===== src/rtl/ahb_sram_pkg.sv =====
// Shared encodings for the AHB-Lite SRAM front-end: bus codes, FSM states, byte masks.
package ahb_sram_pkg;

    // AHB transfer types
    localparam logic [1:0] HTRANS_IDLE   = 2'd0;
    localparam logic [1:0] HTRANS_BUSY   = 2'd1;
    localparam logic [1:0] HTRANS_NONSEQ = 2'd2;
    localparam logic [1:0] HTRANS_SEQ    = 2'd3;

    // AHB transfer sizes handled by this slave
    localparam logic [2:0] HSIZE_BYTE = 3'd0;
    localparam logic [2:0] HSIZE_HALF = 3'd1;
    localparam logic [2:0] HSIZE_WORD = 3'd2;

    // Byte-lane masks before shifting by the low address bits
    localparam logic [3:0] MASK_NONE = 4'b0000;
    localparam logic [3:0] MASK_BYTE = 4'b0001;
    localparam logic [3:0] MASK_HALF = 4'b0011;
    localparam logic [3:0] MASK_WORD = 4'b1111;

    // Controller state: WR/RD/RDSTALL/ERRx name the data phase in progress
    typedef enum logic [2:0] {
        ST_IDLE,
        ST_WR,
        ST_RD,
        ST_RDSTALL,
        ST_ERR1,
        ST_ERR2
    } state_t;

endpackage


===== src/rtl/ahb_sram_ctrl_byte_lane_decode.sv =====
// Byte-lane decode: turns HSIZE and HADDR[1:0] into a write mask and an illegal flag.
module ahb_byte_lane_decode
    import ahb_sram_pkg::*;
(
    input  logic [2:0] size,
    input  logic [1:0] addr_lo,
    output logic [3:0] mask,
    output logic       illegal
);

    // Sizes above a word, and misaligned half/word transfers, are illegal and get no lanes
    always_comb begin
        mask    = MASK_NONE;
        illegal = 1'b0;
        case (size)
            HSIZE_BYTE: mask = MASK_BYTE << addr_lo;
            HSIZE_HALF: begin
                illegal = addr_lo[0];
                mask    = addr_lo[0] ? MASK_NONE : (MASK_HALF << addr_lo);
            end
            HSIZE_WORD: begin
                illegal = |addr_lo;
                mask    = (|addr_lo) ? MASK_NONE : MASK_WORD;
            end
            default: illegal = 1'b1;
        endcase
    end

endmodule


===== src/rtl/ahb_sram_ctrl.sv =====
// AHB-Lite slave front-end for a single-port 32-bit SRAM macro.
// Reads issue in the address phase (zero wait); writes issue in the data phase
// from latched address/mask. A read arriving while a write owns the RAM port is
// delayed one cycle (RDSTALL). Illegal size/alignment yields a two-cycle ERROR.
//
// Handshake: a transfer is taken when HSEL & HREADY & HTRANS[1]; a data phase
// completes on the cycle HREADYOUT=1. HREADYOUT drops only in RDSTALL and ERR1.
module ahb_sram_ctrl
    import ahb_sram_pkg::*;
#(
    parameter int AW = 11
) (
    input  logic          CLK,
    input  logic          RST,
    input  logic          HSEL,
    input  logic [31:0]   HADDR,
    input  logic [1:0]    HTRANS,
    input  logic          HWRITE,
    input  logic [2:0]    HSIZE,
    input  logic          HREADY,
    input  logic [31:0]   HWDATA,
    output logic [31:0]   HRDATA,
    output logic          HREADYOUT,
    output logic          HRESP,
    output logic          RAM_EN,
    output logic [3:0]    RAM_WE,
    output logic [AW-1:0] RAM_A,
    output logic [31:0]   RAM_Di,
    input  logic [31:0]   RAM_Do
);

    state_t        state;
    state_t        next_state;
    logic [AW-1:0] wr_addr;
    logic [3:0]    wr_mask;
    logic [AW-1:0] rd_addr;

    logic          acc;
    logic          open_slot;
    logic          take;
    logic          rd_now;
    logic [3:0]    lane_mask;
    logic          illegal;
    logic [AW-1:0] haddr_word;

    // Upper address bits and the SEQ/NONSEQ distinction do not affect this slave
    logic unused_ok;
    assign unused_ok = ^{HADDR[31:AW+2], HTRANS[0]};

    assign acc        = HSEL & HREADY & HTRANS[1];
    assign haddr_word = HADDR[AW+1:2];
    // States in which a new address phase can legally be accepted
    assign open_slot  = (state != ST_RDSTALL) && (state != ST_ERR1);
    assign take       = acc & ~illegal & open_slot;
    // A read can use the RAM immediately unless the write data phase owns the port
    assign rd_now     = take & ~HWRITE & (state != ST_WR);

    assign HRDATA = RAM_Do;
    assign RAM_Di = HWDATA;

    ahb_byte_lane_decode u_lane_decode (
        .size    (HSIZE),
        .addr_lo (HADDR[1:0]),
        .mask    (lane_mask),
        .illegal (illegal)
    );

    // State register with synchronous reset
    always_ff @(posedge CLK) begin
        if (RST) begin
            state <= ST_IDLE;
        end else begin
            state <= next_state;
        end
    end

    // Latch write address/mask for the data phase and the read address for a stalled read
    always_ff @(posedge CLK) begin
        if (RST) begin
            wr_addr <= '0;
            wr_mask <= MASK_NONE;
            rd_addr <= '0;
        end else if (take) begin
            if (HWRITE) begin
                wr_addr <= haddr_word;
                wr_mask <= lane_mask;
            end else if (state == ST_WR) begin
                rd_addr <= haddr_word;
            end
        end
    end

    // Next-state decode: stall and error sequences run to completion, otherwise follow the new transfer
    always_comb begin
        next_state = ST_IDLE;
        case (state)
            ST_RDSTALL: next_state = ST_RD;
            ST_ERR1:    next_state = ST_ERR2;
            default: begin
                if (acc) begin
                    if (illegal) begin
                        next_state = ST_ERR1;
                    end else if (HWRITE) begin
                        next_state = ST_WR;
                    end else if (state == ST_WR) begin
                        next_state = ST_RDSTALL;
                    end else begin
                        next_state = ST_RD;
                    end
                end
            end
        endcase
    end

    // Output decode: RAM and bus response; reset masks every RAM strobe so a pending write is dropped
    always_comb begin
        RAM_EN    = 1'b0;
        RAM_WE    = MASK_NONE;
        RAM_A     = haddr_word;
        HREADYOUT = 1'b1;
        HRESP     = 1'b0;
        if (!RST) begin
            case (state)
                ST_WR: begin
                    RAM_EN = 1'b1;
                    RAM_WE = wr_mask;
                    RAM_A  = wr_addr;
                end
                ST_RDSTALL: begin
                    RAM_EN    = 1'b1;
                    RAM_A     = rd_addr;
                    HREADYOUT = 1'b0;
                end
                ST_ERR1: begin
                    HREADYOUT = 1'b0;
                    HRESP     = 1'b1;
                end
                ST_ERR2: begin
                    HRESP = 1'b1;
                end
                default: ;
            endcase
            if (rd_now) begin
                RAM_EN = 1'b1;
            end
        end
    end

endmodule


===== config.mk =====
export PLATFORM = sky130hd
export DESIGN_NAME = ahb_sram_ctrl
export DESIGN_NICKNAME = d
export VERILOG_FILES = /design/src/rtl/ahb_sram_pkg.sv /design/src/rtl/ahb_sram_ctrl_byte_lane_decode.sv /design/src/rtl/ahb_sram_ctrl.sv
export SDC_FILE = /design/constraint.sdc
export NUM_CORES = 1
export LEC_CHECK = 0
export CORE_AREA = 2 2 72 74
export CTS_BUF_LIST = sky130_fd_sc_hd__clkbuf_8
export CTS_CLUSTER_DIAMETER = 50
export DETAILED_ROUTE_END_ITERATION = 10
export DIE_AREA = 0 0 74 76
export DONT_BUFFER_PORTS = 1
export GPL_TIMING_DRIVEN = 0
export SLEW_MARGIN = 20
export SYNTH_ARGS = -nofsm -noshare
export SYNTH_HDL_FRONTEND = slang
export SYNTH_SLANG_ARGS = --single-unit

===== constraint.sdc =====
create_clock -name CLK -period 2.1 [get_ports CLK]
set_clock_uncertainty 0.05 [all_clocks]
set_input_delay 0.21 -clock CLK [delete_from_list [all_inputs] [get_ports CLK]]
set_output_delay 0.21 -clock CLK [all_outputs]
set_load 0.005 [all_outputs]

==> metrics.txt <==
status finished clean; Total GRT Usage 15.3%; Area growth syn-to-layout 9.64%; worst flop-to-flop path endpoint rd_addr[1]; maxcap violations 0; Initial DRC Count 60; WHS Endpoint wr_addr[8]; first-pass GRT wire length 6.58 mm; Congestion Overflow GR 0; fin worst setup slack 0.132 ns; Design Power 1.19 mW; VDD IR max 0.000427 V; sw power 299 uW; switching share of power 25.2%; htree depth 2; count of state elements after synthesis 29; footprint of the multi-input gates 955 um^2; via count 1,568; synth unique cells 31; Layout Nets 361; Avg Inst Size Synth 8.44 um^2; P per Cell Area 523 nW/um^2; Slew @ Worst Pin 0.706 ns; Cells after Synth 246; row count 26; post-route ant nets 0; worst-path fanout max 7; clock tree root buffer cell clkbuf_8; Initial Util 42.3%; ys flop type dfxtp_1; Hold Fails Final Rpt 0; half-perimeter wire length after placement 3.43 mm; Final Max Slew Viols 0; Critical Path RT 2.21 ns; drt pass-1 iters 4; Setup CP Type flop to flop; gpl congestion 0.714; CP arrival 2.08 ns; FF-to-FF path depth 7; pin count of the biggest net entering global routing 11; # clock sinks 29; sequential share of the synthesized area 28.0%; initial antenna violation count 0; WHS Path Cells 2; Clock power frac 37.4%; Period minus WS final 1.97 ns; hold wc startpoint HADDR[10]; via-per-instance ratio 4.81; number of global-route vias before repair 1,309; Net Count, Synth 352; Post-Route Setup TNS 0 ns; clock transition at the registers of the reported paths 0.06 ns; Final Util 46.3%; CTS tree built; Hold Path Class input port to flop; RSZ-0062 raised after global routing no; total number of yosys warnings 0; die area 5620 um^2; RR Startpoint state[1]; # diodes 0; clock buffer depth 2; crit end category flop; Worst setup SP type flop; # fillers 519; combinational share of power 15.9%; headroom to the max-slew limit 52.9%; register area 582 um^2; Synth async-reset ratio 0%; fmax 0.508 GHz; die width 74 um; Detailed Route WL 4.60 mm; clock latency on the worst-skew pair 0.28 ns; wire per inst 14.1 um; final hold slack 0.0207 ns; worst slack at placement 0.0849 ns; fraction of layout cells with a size suffix above 1 32.8%; IO buf count 0; Die Y 76 um; Mapped Area 2080 um^2; Post-synth EDFFs 0; flop2flop setup slack 0.13 ns; Leakage 0.951 nW; DRC 0; Reg power frac 46.8%; io pins 188; total CTS buffers 5; Cell Int Power 890 uW; Core ar. 4910 um^2; Final Setup Violations 0; final worst-path cycle share 93.7%
[critical path: stages, from the launching register on]
cell,delay [ns]
dfxtp_2,0.37
or3b_4,0.40
buf_6,0.13
a2111oi_4,0.33
buf_4,0.19
buf_8,0.13
mux2i_1,0.19
nor2_1,0.05
[area by class of cell]
class / instances / area share (%)
Multi-Input combinational cell: 140 / 41.9
Sequential cell: 29 / 25.6
Buffer: 76 / 24.1
Tap cell: 70 / 3.85
Clock buffer: 5 / 3.02
Timing Repair Buffer: 3 / 0.880
Clock inverter: 3 / 0.605
[cells in the final DEF (no fill, tap or decap), types with 2 or more instances in the layout]
master / count
nor3_1: 2
buf_4: 66
nor3b_1: 2
nand3_1: 2
clkbuf_2: 2
a21o_1: 2
nor2_1: 30
dfxtp_1: 28
clkinv_2: 2
or3_1: 2
mux2i_1: 37
nand2_1: 3
clkbuf_1: 6
buf_2: 3
nand2b_1: 28
a21oi_1: 15
clkbuf_8: 5
[power by group through the flow]
stage	registers (mW)	logic, mW	clock network, mW
floorplan	0.567	0.167	0
global placement	0.568	0.189	0
detailed placement	0.568	0.189	0
CTS	0.556	0.189	0.461
global route	0.556	0.208	0.485
finish	0.556	0.189	0.445
[sequential cells by signal, summed over array words and instances (netlist names)]
signal   flops
rd_addr     11
wr_mask      4
state        3
wr_addr     11
[kinds of logic after synthesis]
group,count (synthesis),synth area share (%)
and+or+nand+nor,78,19.8
buffers and inverters,77,26.4
muxes,37,17.8
DFF,29,28.0
AOI/OAI and AO/OA,24,7.53
xor gates and xnor gates,1,0.422
[metrics by stage]
stage,cell area [um^2],cells
3_3_place_gp,2160,316
2_1_floorplan,2080,246
5_1_grt,2280,326
4_1_cts,2250,324
6_report,2280,326
3_5_place_dp,2160,316
[Yosys cell counts (2+ instances only)]
library cell,count,area (um^2)
nor3_1,3,15.0
nor3b_1,2,15.0
buf_6,2,22.5
nor2_1,30,113
dfxtp_1,29,581
or3_1,2,12.5
nand2_1,3,11.3
nand2b_1,28,175
a21o_1,2,15.0
buf_2,3,15.0
mux2i_1,37,370
buf_4,64,480
clkbuf_1,8,30.0
nand3_1,2,10.0
a21oi_1,15,75.1
[how the worst max path moves through the flow]
| stage | depth (start not counted) | startpoint | slack, ns | to |
|---|---|---|---|---|
| after global placement | 7 | state[1] | 0.12 | rd_addr[8] |
| after floorplan | 7 | state[1] | 0.26 | rd_addr[0] |
| final | 7 | state[1] | 0.13 | rd_addr[1] |
| after detailed placement | 7 | state[1] | 0.08 | rd_addr[7] |
| after global routing | 7 | state[1] | 0.009 | rd_addr[6] |
| after CTS | 5 | state[2] | 0.05 | RAM_A[9] |
[what timing repair did]
item / in CTS / in global routing
setup endpoints to repair: 0 / 17
gates resized for setup: 0 / 11
hold buffers: 0 / 0
buffers inserted: 0 / 2
[layer usage]
metal / up-vias / GRT usage [%] / routed length [um]
met4: 0 / 6.55 / 65
met1: 700 / 19.3 / 1870
met5: - / 0 / 0
met3: 6 / 4.23 / 442
met2: 90 / 24.2 / 2220
li1: 772 / - / -
Note: power is estimated with default switching activity, not from simulation.
